### src/rtl/complex_row_result_collector_pkg.sv
// Shared definitions for the complex row result collector: complex word layout,
// widths, FSM states and the FIFO entry type.
package complex_row_result_collector_pkg;

    localparam int ELEMENT_WIDTH = 64;
    localparam int INDEX_WIDTH   = 16;

    localparam int RE_MSB = 63;
    localparam int RE_LSB = 32;
    localparam int IM_MSB = 31;
    localparam int IM_LSB = 0;

    typedef enum logic [1:0] {
        ST_IDLE  = 2'd0,
        ST_RUN   = 2'd1,
        ST_DRAIN = 2'd2
    } state_e;

    typedef struct packed {
        logic [INDEX_WIDTH-1:0]   index;
        logic [ELEMENT_WIDTH-1:0] data;
    } result_t;

    function automatic result_t make_result(input logic [INDEX_WIDTH-1:0] index,
                                            input logic [ELEMENT_WIDTH-1:0] data);
        result_t r;
        r.index = index;
        r.data  = data;
        return r;
    endfunction

endpackage

### src/rtl/complex_row_result_collector_if.sv
// Accumulator-side and result-side handshake bundle of the row result collector.
// The collector uses the slave view; its environment uses the master view.
interface complex_row_result_collector_if;
    import complex_row_result_collector_pkg::*;

    logic                     acc_valid;
    logic [ELEMENT_WIDTH-1:0] acc_data;
    logic                     acc_clear;
    logic                     res_valid;
    logic                     res_ready;
    logic [ELEMENT_WIDTH-1:0] res_data;
    logic [INDEX_WIDTH-1:0]   res_index;

    modport master (
        output acc_valid, acc_data, res_ready,
        input  acc_clear, res_valid, res_data, res_index
    );

    modport slave (
        input  acc_valid, acc_data, res_ready,
        output acc_clear, res_valid, res_data, res_index
    );

endinterface

### src/rtl/complex_row_result_collector_fifo.sv
// Synchronous FIFO of tagged row results. The head word reads as zero while
// empty so stale storage never reaches the outputs.
module complex_result_fifo
    import complex_row_result_collector_pkg::*;
#(
    parameter int DEPTH = 8
) (
    input  logic                   clk,
    input  logic                   rst,
    input  logic                   push_i,
    input  logic                   pop_i,
    input  result_t                wdata_i,
    output result_t                rdata_o,
    output logic                   full_o,
    output logic                   empty_o,
    output logic [$clog2(DEPTH):0] count_o
);

    localparam int AW = $clog2(DEPTH);
    localparam logic [AW:0] FULL_COUNT = (AW + 1)'(DEPTH);

    result_t        mem_q [DEPTH];
    logic [AW-1:0]  wr_ptr_q;
    logic [AW-1:0]  rd_ptr_q;
    logic [AW:0]    count_q;
    logic           do_push_s;
    logic           do_pop_s;

    assign empty_o   = (count_q == '0);
    assign full_o    = (count_q == FULL_COUNT);
    assign do_pop_s  = pop_i && !empty_o;
    // A pop on the same edge frees the slot, so a full FIFO can still accept.
    assign do_push_s = push_i && (!full_o || do_pop_s);
    assign rdata_o   = empty_o ? '0 : mem_q[rd_ptr_q];
    assign count_o   = count_q;

    // Entry storage written at the tail.
    always_ff @(posedge clk) begin
        if (do_push_s) begin
            mem_q[wr_ptr_q] <= wdata_i;
        end
    end

    // Pointer and occupancy bookkeeping.
    always_ff @(posedge clk) begin
        if (rst) begin
            wr_ptr_q <= '0;
            rd_ptr_q <= '0;
            count_q  <= '0;
        end else begin
            if (do_push_s) begin
                wr_ptr_q <= wr_ptr_q + 1'b1;
            end
            if (do_pop_s) begin
                rd_ptr_q <= rd_ptr_q + 1'b1;
            end
            case ({do_push_s, do_pop_s})
                2'b10:   count_q <= count_q + 1'b1;
                2'b01:   count_q <= count_q - 1'b1;
                default: count_q <= count_q;
            endcase
        end
    end

endmodule

### src/rtl/complex_row_result_collector.sv
// Counts accumulator strobes per row, captures the final row sum tagged with its
// row index into a result FIFO, and pulses acc_clear between rows.
module complex_row_result_collector
    import complex_row_result_collector_pkg::*;
#(
    parameter int CHUNKS_PER_ROW = 4,
    parameter int ROWS           = 64,
    parameter int FIFO_DEPTH     = 8
) (
    input  logic                        clk,
    input  logic                        rst,
    input  logic                        start_i,
    complex_row_result_collector_if.slave bus,
    output logic [$clog2(FIFO_DEPTH):0] fifo_count_o,
    output logic                        overflow_o,
    output logic                        busy_o,
    output logic                        done_o
);

    localparam logic [7:0]             LAST_CHUNK = 8'(CHUNKS_PER_ROW - 1);
    localparam logic [INDEX_WIDTH-1:0] LAST_ROW   = 16'(ROWS - 1);

    state_e                 state_q;
    logic [7:0]             chunk_cnt_q;
    logic [INDEX_WIDTH-1:0] row_cnt_q;
    logic                   acc_clear_q;
    logic                   overflow_q;
    logic                   busy_q;
    logic                   done_q;

    logic    capture_s;
    logic    pop_s;
    logic    drop_s;
    logic    fifo_full_s;
    logic    fifo_empty_s;
    result_t rdata_s;

    assign capture_s = (state_q == ST_RUN) && bus.acc_valid && (chunk_cnt_q == LAST_CHUNK);
    assign pop_s     = bus.res_ready && !fifo_empty_s;
    // A capture with nowhere to go is lost but still advances the row.
    assign drop_s    = capture_s && fifo_full_s && !pop_s;

    complex_result_fifo #(
        .DEPTH (FIFO_DEPTH)
    ) u_fifo (
        .clk     (clk),
        .rst     (rst),
        .push_i  (capture_s),
        .pop_i   (pop_s),
        .wdata_i (make_result(row_cnt_q, bus.acc_data)),
        .rdata_o (rdata_s),
        .full_o  (fifo_full_s),
        .empty_o (fifo_empty_s),
        .count_o (fifo_count_o)
    );

    assign bus.res_valid = !fifo_empty_s;
    assign bus.res_data  = rdata_s.data;
    assign bus.res_index = rdata_s.index;
    assign bus.acc_clear = acc_clear_q;
    assign overflow_o    = overflow_q;
    assign busy_o        = busy_q;
    assign done_o        = done_q;

    // Pass sequencing, row/chunk counting and registered status outputs.
    always_ff @(posedge clk) begin
        if (rst) begin
            state_q     <= ST_IDLE;
            chunk_cnt_q <= 8'd0;
            row_cnt_q   <= 16'd0;
            acc_clear_q <= 1'b0;
            overflow_q  <= 1'b0;
            busy_q      <= 1'b0;
            done_q      <= 1'b0;
        end else begin
            acc_clear_q <= capture_s;
            done_q      <= 1'b0;
            case (state_q)
                ST_IDLE: begin
                    if (start_i) begin
                        state_q     <= ST_RUN;
                        busy_q      <= 1'b1;
                        chunk_cnt_q <= 8'd0;
                        row_cnt_q   <= 16'd0;
                        overflow_q  <= 1'b0;
                    end
                end
                ST_RUN: begin
                    if (bus.acc_valid) begin
                        if (capture_s) begin
                            chunk_cnt_q <= 8'd0;
                            row_cnt_q   <= row_cnt_q + 1'b1;
                            if (drop_s) begin
                                overflow_q <= 1'b1;
                            end
                            if (row_cnt_q == LAST_ROW) begin
                                state_q <= ST_DRAIN;
                            end
                        end else begin
                            chunk_cnt_q <= chunk_cnt_q + 1'b1;
                        end
                    end
                end
                ST_DRAIN: begin
                    if (fifo_empty_s) begin
                        state_q <= ST_IDLE;
                        busy_q  <= 1'b0;
                        done_q  <= 1'b1;
                    end
                end
                default: begin
                    state_q <= ST_IDLE;
                    busy_q  <= 1'b0;
                end
            endcase
        end
    end

endmodule

### src/flat_wrapper.sv
// flat-port wrapper written by rule: the top's interface ports become plain ports
module complex_row_result_collector_flat import complex_row_result_collector_pkg::*;
#(
    parameter int CHUNKS_PER_ROW = 4,
    parameter int ROWS           = 64,
    parameter int FIFO_DEPTH     = 8
)
  (clk, rst, start_i, fifo_count_o, overflow_o, busy_o, done_o, bus_acc_valid, bus_acc_data, bus_res_ready, bus_acc_clear, bus_res_valid, bus_res_data, bus_res_index);
  complex_row_result_collector_if bus_i ();
  input  logic clk;
  input  logic rst;
  input  logic start_i;
  output logic [$clog2(FIFO_DEPTH):0] fifo_count_o;
  output logic overflow_o;
  output logic busy_o;
  output logic done_o;
  input wire logic [$bits(bus_i.acc_valid)-1:0] bus_acc_valid;
  input wire logic [$bits(bus_i.acc_data)-1:0] bus_acc_data;
  input wire logic [$bits(bus_i.res_ready)-1:0] bus_res_ready;
  output wire logic [$bits(bus_i.acc_clear)-1:0] bus_acc_clear;
  output wire logic [$bits(bus_i.res_valid)-1:0] bus_res_valid;
  output wire logic [$bits(bus_i.res_data)-1:0] bus_res_data;
  output wire logic [$bits(bus_i.res_index)-1:0] bus_res_index;
  assign bus_i.acc_valid = bus_acc_valid;
  assign bus_i.acc_data = bus_acc_data;
  assign bus_i.res_ready = bus_res_ready;
  assign bus_acc_clear = bus_i.acc_clear;
  assign bus_res_valid = bus_i.res_valid;
  assign bus_res_data = bus_i.res_data;
  assign bus_res_index = bus_i.res_index;
  complex_row_result_collector #(.CHUNKS_PER_ROW(CHUNKS_PER_ROW), .ROWS(ROWS), .FIFO_DEPTH(FIFO_DEPTH)) u_core (.clk(clk), .rst(rst), .start_i(start_i), .bus(bus_i), .fifo_count_o(fifo_count_o), .overflow_o(overflow_o), .busy_o(busy_o), .done_o(done_o));
endmodule
### config.mk
export PLATFORM = sky130hd
export DESIGN_NAME = complex_row_result_collector_flat
export DESIGN_NICKNAME = d
export VERILOG_FILES = /design/src/rtl/complex_row_result_collector_pkg.sv /design/src/rtl/complex_row_result_collector_if.sv /design/src/rtl/complex_row_result_collector_fifo.sv /design/src/rtl/complex_row_result_collector.sv /design/src/flat_wrapper.sv
export SDC_FILE = /design/constraint.sdc
export NUM_CORES = 1
export LEC_CHECK = 0
export ABC_AREA = 1
export CAP_MARGIN = 30
export CORE_UTILIZATION = 30
export DETAILED_ROUTE_END_ITERATION = 16
export DONT_BUFFER_PORTS = 1
export HOLD_SLACK_MARGIN = 0.08
export PLACE_DENSITY = 0.46
export SLEW_MARGIN = 0
export SYNTH_ARGS = -nofsm -noshare
export SYNTH_HDL_FRONTEND = slang
export SYNTH_SLANG_ARGS = --single-unit
### constraint.sdc
create_clock -name clk -period 14.15 [get_ports clk]
set_input_delay 2.83 -clock clk [delete_from_list [all_inputs] [get_ports clk]]
set_output_delay 2.83 -clock clk [all_outputs]
set_load 0.03 [all_outputs]
## After elaboration in Yosys (flattened, before gate mapping)

Memory sizes are Yosys's and may differ from the RTL's. A register that Yosys moved wholly into a read port is not among the register bits.
Cells that the tools add are included.
W data, S select, Z words.

- Memories: 1
- Register bits after elaboration: 40
- Memory bits (writable): 640
- Bits of input ports: 69

- Equality and inequality tests: 13
- Bitwise operators: 2
- $add $sub $neg: 6
- Reductions and logical operators: 21
- Muxes and demuxes: 29

Memory list:

| memory | words | bits a word | rd ports | clocked after Yosys merged registers in | wr ports | line | text |
|---|---|---|---|---|---|---|---|
| u_core.u_fifo.mem_q | 8 | 80 | 1 | 1 | 1 | complex_row_result_collector_fifo.sv:22 | `result_t mem_q [DEPTH];` |

Operators by type and width:

| operator | number |
|---|---|
| $mux W80 | 1 |
| $mux W16 | 3 |
| $pmux W16 S2 | 1 |
| $mux W8 | 3 |
| $add A16 B1 Y16 const B | 1 |
| $eq A16 B6 Y1 const B | 1 |
| $pmux W8 S2 | 1 |
| $mux W2 | 5 |
| $reduce_and A5 Y1 | 2 |
| $mux W1 | 9 |
| $add A8 B1 Y8 const B | 1 |
| $eq A8 B2 Y1 const B | 1 |
| $pmux W4 S2 | 1 |
| $logic_and A1 B1 Y1 | 7 |
| $add A3 B1 Y3 const B | 2 |
| $mux W3 | 2 |
| $ne A2 B1 Y1 const B | 3 |
| $ne A2 B2 Y1 const B | 3 |
| $pmux W2 S3 | 1 |
| $reduce_and A3 Y1 | 2 |
| $add A4 B1 Y4 const B | 1 |
| $eq A2 B1 Y1 const B | 2 |
| $eq A2 B2 Y1 const B | 2 |
| $eq A4 B4 Y1 const B | 1 |
| 11 further kinds | 15 |

## Longest topological paths before layout

Gate-level depths: netlist of run 1.

- Word-level depth: 9
- Gate-level depth with buffers: 14
- Depth with buffers taken out: 14

## Hierarchy

A second synthesis of run 1 with hierarchy kept.

- Cell total of the unflattened synthesis: 2154
- Area total of the unflattened synthesis: 27284.9 um^2

Modules (own cells, without submodules):

| module | seq. area each (um^2) | area each (um^2) | instances | cells each |
|---|---|---|---|---|
| complex_result_fifo | 19478.7 | 25593.3 | 1 | 1902 |
| complex_row_result_collector | 600.6 | 1691.6 | 1 | 252 |

## Worst setup path after synthesis of run 1

OpenSTA, ideal clock, no wires.

- Path kind: in2reg
- Start: input port bus_acc_valid
- End: memory u_core.u_fifo.mem_q[3][0] (netlist name) (enable)
- Path buffers: 0
- Cell stages on the path: 8
- Library setup time: 0.617 ns
- Arrival time: 8.911 ns
- Slack: 4.622 ns
- Cells stage by stage: nand2_1 nor3_2 nand2_2 inv_1 nand2_1 inv_1 nand2_1 nor3_1

- Cells in the longest elaborated chain, start to end: 5

Ends and longest elaborated chain:

| item | line | text |
|---|---|---|
| start, declared | flat_wrapper.sv:17 | `input wire logic [$bits(bus_i.acc_valid)-1:0] bus_acc_valid;` |
| $logic_and A1 B1 Y1 (2 in a row) | complex_row_result_collector.sv:38 | `assign capture_s = (state_q == ST_RUN) && bus.acc_valid && (chunk_cnt_q == LAST_CHUNK);` |
| $logic_and A1 B1 Y1 | complex_row_result_collector_fifo.sv:33 | `assign do_push_s = push_i && (!full_o \|\| do_pop_s);` |
| $mux W1 | complex_row_result_collector_fifo.sv:39 | `if (do_push_s) begin` |
| $mux W1 (not written as such) | complex_row_result_collector_fifo.sv:40 | `mem_q[wr_ptr_q] <= wdata_i;` |
| end, declared | complex_row_result_collector_fifo.sv:22 |  |

Every way passes these cells.

==> results of run 1 <==
## cell usage in the layout (no fill, tap or decap), types with 4 or more instances in the layout
cell,synthesis,final
dfxtp_1,43,40
o21ai_1,48,48
clkinv_2,0,15
inv_1,39,39
nand2_2,5,5
nor3_2,1,9
ha_1,5,5
a21oi_1,26,26
o32ai_1,160,160
clkinv_1,0,12
bufinv_16,0,10
clkinv_8,0,4
nor2_1,690,690
nand3_1,26,26
clkbuf_1,77,18
buf_16,0,6
nand4_1,16,16
nand2_1,72,71
buf_4,14,27
o21ai_0,200,200
nor3_1,17,9
clkbuf_16,0,79
edfxtp_1,640,640
## flip-flops by register name, indices dropped and copies added, names as in the netlist, named ones only
| signal | flops |
|---|---|
| u_core.done_o | 1 |
| u_core.u_fifo.count_o | 4 |
| u_core.u_fifo.mem_q | 640 |
| u_core.busy_o | 1 |
| u_core.state_q | 2 |
| u_core.bus.acc_clear | 1 |
| u_core.overflow_o | 1 |
| u_core.row_cnt_q | 16 |
| u_core.u_fifo.wr_ptr_q | 3 |
| u_core.u_fifo.rd_ptr_q | 3 |
| u_core.chunk_cnt_q | 8 |
## per-stage QoR
step | utilization (%) | total power, mW | setup WS [ps] | area, um^2
3_3_place_gp | 31.71 | 4.323 | 7665 | 28200
6_report | 34.83 | 6.305 | 7151 | 30970
5_1_grt | 34.83 | 6.652 | 6808 | 30970
2_1_floorplan | - | 3.861 | 4622 | 27080
3_5_place_dp | 31.80 | 4.342 | 7630 | 28280
4_1_cts | 34.74 | 6.405 | 6949 | 30890
## power by group
| group | switching [mW] | internal, mW |
|---|---|---|
| sequential | 0.0768 | 2.22 |
| combinational | 1.50 | 0.466 |
| clock | 0.817 | 1.22 |
## layer usage
layer	vias to the layer above	routed length, um	global-route usage [%]
met1	8525	30850	19.44
met5	-	0	0
met3	104	4532	3.953
li1	7825	-	-
met4	0	1620	4.427
met2	401	34120	26.07
## area by class of cell
type | count | area [um^2] | share of cell area [%]
Clock buffer | 98 | 2058 | 6.645
Tap cell | 1165 | 1458 | 4.706
Inverter | 43 | 170.2 | 0.5494
Sequential cell | 683 | 20090 | 64.87
Multi-Input combinational cell | 1285 | 6256 | 20.20
Clock inverter | 47 | 551.8 | 1.782
Timing Repair Buffer | 34 | 387.9 | 1.252
## critical path, stage by stage, from the launching register on
cell and delay (ps):
dfxtp_4 950, buf_4 770, buf_4 680, o21ai_0 210
o32ai_1 160, o21ai_0 100, nor2_1 580
## worst paths after layout
kind	to	start	slack (ps)	cells after the start
setup / recovery	bus_res_data[47]	register	7150	6
hold / removal	register	u_core.u_fifo.rd_ptr_q[2]$_SDFFE_PP0P_	460	2
hold reg to reg	register	u_core.u_fifo.rd_ptr_q[2]$_SDFFE_PP0P_	460	2
setup reg to reg	u_core.u_fifo.mem_q[1][0]$_DFFE_PP_	u_core.u_fifo.count_o[1]$_SDFFE_PP0P_	9220	10
## cell usage after synthesis
library cell    n
a211oi_1        1
a21o_1          1
a21oi_1        26
buf_1           3
buf_2          41
buf_4          14
buf_6           3
clkbuf_1       77
dfxtp_1        43
edfxtp_1      640
ha_1            5
inv_1          39
inv_2           4
nand2_1        72
nand2_2         5
nand2b_1        1
nand3_1        26
nand3b_1        3
nand4_1        16
nor2_1        690
nor2_2          2
nor2_4          1
nor3_1         17
nor3_2          1
nor3b_1         3
nor4_1          1
o211ai_1        1
o21ai_0       200
o21ai_1        48
o21ai_2         1
o32ai_1       160
xnor2_1         3
xor2_1          1
## kinds of logic (layout without fill, tap and decap cells)
group	after synthesis	count (layout)	share of synthesized area [%]
adders and majority gates	5	5	0.2310
and+or+nand+nor	838	838	12.18
AOI/OAI and AO/OA	438	438	10.35
xor gates and xnor gates	4	4	0.1294
DFF	683	683	74.13
buffers and inverters	181	222	2.975
==> flow_summary.yaml, run 1 <==
run_status:
  result_of_the_run: "complete, no violations"
clock_tree:
  max-clock-path-buffers: 3
  cts_root_buf: "clkbuf_16"
  cts_tree: "done"
  holdBufCountCts: 0
  numClockSinks: 683
  tritoncts.num_buffers: 78
  path_clk_slew_ps: 50
  cts_setup_buffers: 0
  cts_repair_resize_count: 0
  h_tree_level_count: 3
  worstSkewPairLatency_ps: 620
place:
  portBuffers: 0
  dp.cells: 3207
  place.gp.congestion: 0.7434
  dp.final_hpwl_um: 36580
synthesis:
  yosys.cell_types.count: 33
  register_bit_total_from_synthesis: 683
  synth_warnings: 0
  synth.top_cell.area_share_pct: 70.96
  synthesis.instances: 2149
  synth.yosys.seq_area_share_pct: 74.13
  synth.area.top_cells: "edfxtp_1 71%, nor2_1 9.6%, o32ai_1 5.2%, o21ai_0 3.7%, dfxtp_1 3.2%"
  synth_top_cell_by_area: "edfxtp_1"
  synth_nets: 2223
  synthesis.area_per_instance_um2: 12.60
  netlist_area_mm2: 0.02708
global_routing:
  grt_util_all_layers_pct: 15.42
  antenna_found_initial: 0
  grt_pass1_wl_um: 105900
  grt_max_degree: 237
  grt_pass1_vias: 16940
  grt_overflow_total: 0
timing:
  post-route-period-util_pct: 49.46
  hold_viol: 0
  max_clock_freq_ghz: 0.1429
  worst_pin_slew_ps: 1245
  grt_setup_unrepaired: "no"
  number_of_setup_violations_in_the_final_report: 0
  totalNegativeSetupSlack_ps: 0
  post-route-min-period_ps: 6999
  report.final.slew_viol_count: 0
  timing.slew.headroom_pct: 16.98
  post_route_hold_slack_ps: 463.0
  clock-skew-final_ps: 21.55
floorplan:
  design.core.area_mm2: 0.08892
  num_io_pins: 158
  floorplan.initialDensity_pct: 30.46
  die-height_um: 302.5
  floorplan.die_area_mm2: 0.09149
  die_width_um: 302.5
  floorplan.rows: 109
worst_setup_path:
  worstSetupPathType: "register to primary output"
  cp.required_ps: 11320
  data_arrival_time_of_the_critical_path_ps: 4170
  critPathMaxFanout: 87
  start_kind: "register"
  critical_path.endpoint_type: "primary output"
drt:
  routedWlPerCell_um: 21.20
  route.detailed.drc: 0
  route.antenna.remaining_nets: 0
  num_vias: 16860
  dr.first_iter.drc_count: 1137
  detail_route.first_pass.iterations: 5
  viasPerCell: 5.024
  wirelength_um: 71120
run:
  number_of_maximum_capacitance_violations: 0
cells_and_area:
  fillers: 8649
  antennaDiodeCount: 0
  finalNonFillerCells: 3355
  layout-drive-gt1-share_pct: 7.991
  nets: 2199
  flow.area_growth_from_synthesis_pct: 14.35
min_path:
  hold_wc_path_type: "register to register"
power_and_ir_drop:
  power.ir.vdd_worst_mv: 0.5824
  power_leakage_nw: 10.12
  power_density_mw_per_mm2: 203.6
Note: power is estimated with default switching activity, not from simulation.
==> run 2, diff against run 1 <==
clock period = 6.95 ns   (was 14.15 ns; I/O delays follow)
==> run 2 against run 1 <==
Cell count barely moved; total power increased by 99%; count of clock-buffer cells in the layout up 7; clock skew up 0.81 ps; largest power group unchanged.
==> flow_summary.yaml, run 2 (synthesis results as in run 1) <==
run_status:
  result_of_the_run: "complete, no violations"
clock_tree:
  numClockSinks: 683
  worstSkewPairLatency_ps: 600
  cts_tree: "done"
  cts_repair_resize_count: 0
  max-clock-path-buffers: 3
  cts_root_buf: "clkbuf_16"
  h_tree_level_count: 3
  holdBufCountCts: 0
  cts_setup_buffers: 0
  tritoncts.num_buffers: 79
  path_clk_slew_ps: 50
drt:
  route.antenna.remaining_nets: 0
  viasPerCell: 4.950
  num_vias: 16600
  detail_route.first_pass.iterations: 5
  wirelength_um: 70600
  route.detailed.drc: 0
  dr.first_iter.drc_count: 1108
  routedWlPerCell_um: 21.05
floorplan:
  design.core.area_mm2: 0.08892
  floorplan.die_area_mm2: 0.09149
  num_io_pins: 158
  die-height_um: 302.5
  floorplan.initialDensity_pct: 30.46
  die_width_um: 302.5
  floorplan.rows: 109
timing:
  report.final.slew_viol_count: 0
  totalNegativeSetupSlack_ps: 0
  post_route_hold_slack_ps: 470.8
  hold_viol: 0
  worst_pin_slew_ps: 980.1
  post-route-period-util_pct: 71.62
  number_of_setup_violations_in_the_final_report: 0
  timing.slew.headroom_pct: 34.66
  grt_setup_unrepaired: "no"
  max_clock_freq_ghz: 0.2009
  post-route-min-period_ps: 4978
  clock-skew-final_ps: 22.37
  final_critical_path_setup_slack_ps: 1972
worst_setup_path:
  path_cells: "inv_8 -> buf_16 -> buf_4 -> nor2_1 -> o32ai_1 -> nor2_1 -> nor2_1"
  cp.buffers_inverters: 3
  cp.required_ps: 5560
  critical_path.endpoint_type: "primary output"
  rr_worst_depth: 10
  critPathMaxFanout: 112
  start_kind: "register"
  cp.depth: 7
  reg2reg_setup_slack_ps: 2870
  crit_path_frequent_cell: "nor2_1"
  rr_endpoint: "u_core.u_fifo.mem_q[4][26]$_DFFE_PP_"
  slowest_stage: "nor2_1"
  delay_heaviest_family_cp: "buffers and inverters"
  data_arrival_time_of_the_critical_path_ps: 3590
  worstSetupPathType: "register to primary output"
  max_stage_delay_ps: 600
  reg2reg_from: "u_core.u_fifo.count_o[1]$_SDFFE_PP0P_"
  critPathCapture: "bus_res_data[35]"
cells_and_area:
  final_common_cell: "nor2_1"
  fillers: 8597
  largest_register_ffs: 640
  most-common-layout-cells: "690 x nor2_1, 640 x edfxtp_1, 200 x o21ai_0"
  regArea_mm2: 0.02009
  reg.largest.list: "u_core.u_fifo.mem_q (640), u_core.row_cnt_q (16), u_core.chunk_cnt_q (8)"
  antennaDiodeCount: 0
  finalCoreUtilization_pct: 34.66
  nets: 2199
  multi_input_area_mm2: 0.006262
  layout-drive-gt1-share_pct: 7.583
  flow.area_growth_from_synthesis_pct: 13.79
  max_flop_register: "u_core.u_fifo.mem_q"
power_and_ir_drop:
  power.share.combinational_pct: 31.6
  power_report.internal_total_mw: 7.776
  power.ir.vdd_worst_mv: 1.433
  overall_power_mw: 12.57
  seqPwrFrac_pct: 37.4
  switching_share_pct: 38.13
  power.clock.fraction_pct: 31.0
  switching_power_mw: 4.792
  power_density_mw_per_mm2: 407.8
  power_leakage_nw: 10.00
place:
  portBuffers: 0
  place.gp.congestion: 0.7813
  place_ws_ps: 2530
  dp.final_hpwl_um: 36010
global_routing:
  grt_max_degree: 128
  grt_pass1_wl_um: 105100
  grt_pass1_vias: 16670
  grt_util_all_layers_pct: 15.37
  grt_overflow_total: 0
  antenna_found_initial: 0
min_path:
  hold_wc_path_type: "register to register"
  whs_path_depth: 2
run:
  number_of_maximum_capacitance_violations: 0
## run 2: changes by cell type in the layout (fill, tap and decap cells not counted), sizes merged
| cell | change |
|---|---|
| buf | -2 |
| clkinvlp | -1 |
| clkbuf | +8 |
| clkinv | +4 |
| bufinv | -7 |
| inv | -3 |
## run 2: how the worst min path moves through the flow
stage	startpoint	endpoint	slack [ps]
4_1_cts	u_core.u_fifo.rd_ptr_q[2]$_SDFFE_PP0P_	u_core.u_fifo.rd_ptr_q[2]$_SDFFE_PP0P_	480
3_3_place_gp	u_core.u_fifo.rd_ptr_q[2]$_SDFFE_PP0P_	u_core.u_fifo.rd_ptr_q[2]$_SDFFE_PP0P_	460
6_report	u_core.u_fifo.rd_ptr_q[2]$_SDFFE_PP0P_	u_core.u_fifo.rd_ptr_q[2]$_SDFFE_PP0P_	470
5_1_grt	u_core.u_fifo.rd_ptr_q[2]$_SDFFE_PP0P_	u_core.u_fifo.rd_ptr_q[2]$_SDFFE_PP0P_	500
3_5_place_dp	u_core.u_fifo.rd_ptr_q[2]$_SDFFE_PP0P_	u_core.u_fifo.rd_ptr_q[2]$_SDFFE_PP0P_	470
2_1_floorplan	u_core.u_fifo.rd_ptr_q[2]$_SDFFE_PP0P_	register	440
## run 2: power groups by stage
stage	clock, mW	combinational, mW	sequential [mW]
after floorplan	0	3.21	4.65
after detailed placement	0	4.04	4.79
after global routing	4.16	4.39	4.72
final	3.90	3.97	4.70
after CTS	4.02	4.04	4.70
after global placement	0	3.98	4.78
## run 2: metrics by stage
step,instances,area [um^2]
after floorplan,2149,27090
after global placement,3205,28270
after detailed placement,3208,28360
after CTS,3353,30810
after global routing,3354,30820
final,3354,30820
## run 2: tightest hold or removal path: stages (launching register included)
cell	delay, ps
dfxtp_1	310
inv_1	60
a21oi_1	50
## run 2: cell type report
class,count,area share (%)
Multi-Input combinational cell,1285,20.32
Clock inverter,40,0.9175
Sequential cell,683,65.19
Inverter,43,0.5521
Tap cell,1165,4.730
Timing Repair Buffer,33,1.263
Clock buffer,105,7.031
## run 2: per-layer routing
| metal | global-route usage [%] | wire [um] |
|---|---|---|
| met5 | 0 | 0 |
| met4 | 4.618 | 1512 |
| met3 | 3.315 | 3815 |
| met2 | 25.40 | 33660 |
| met1 | 20.22 | 31620 |
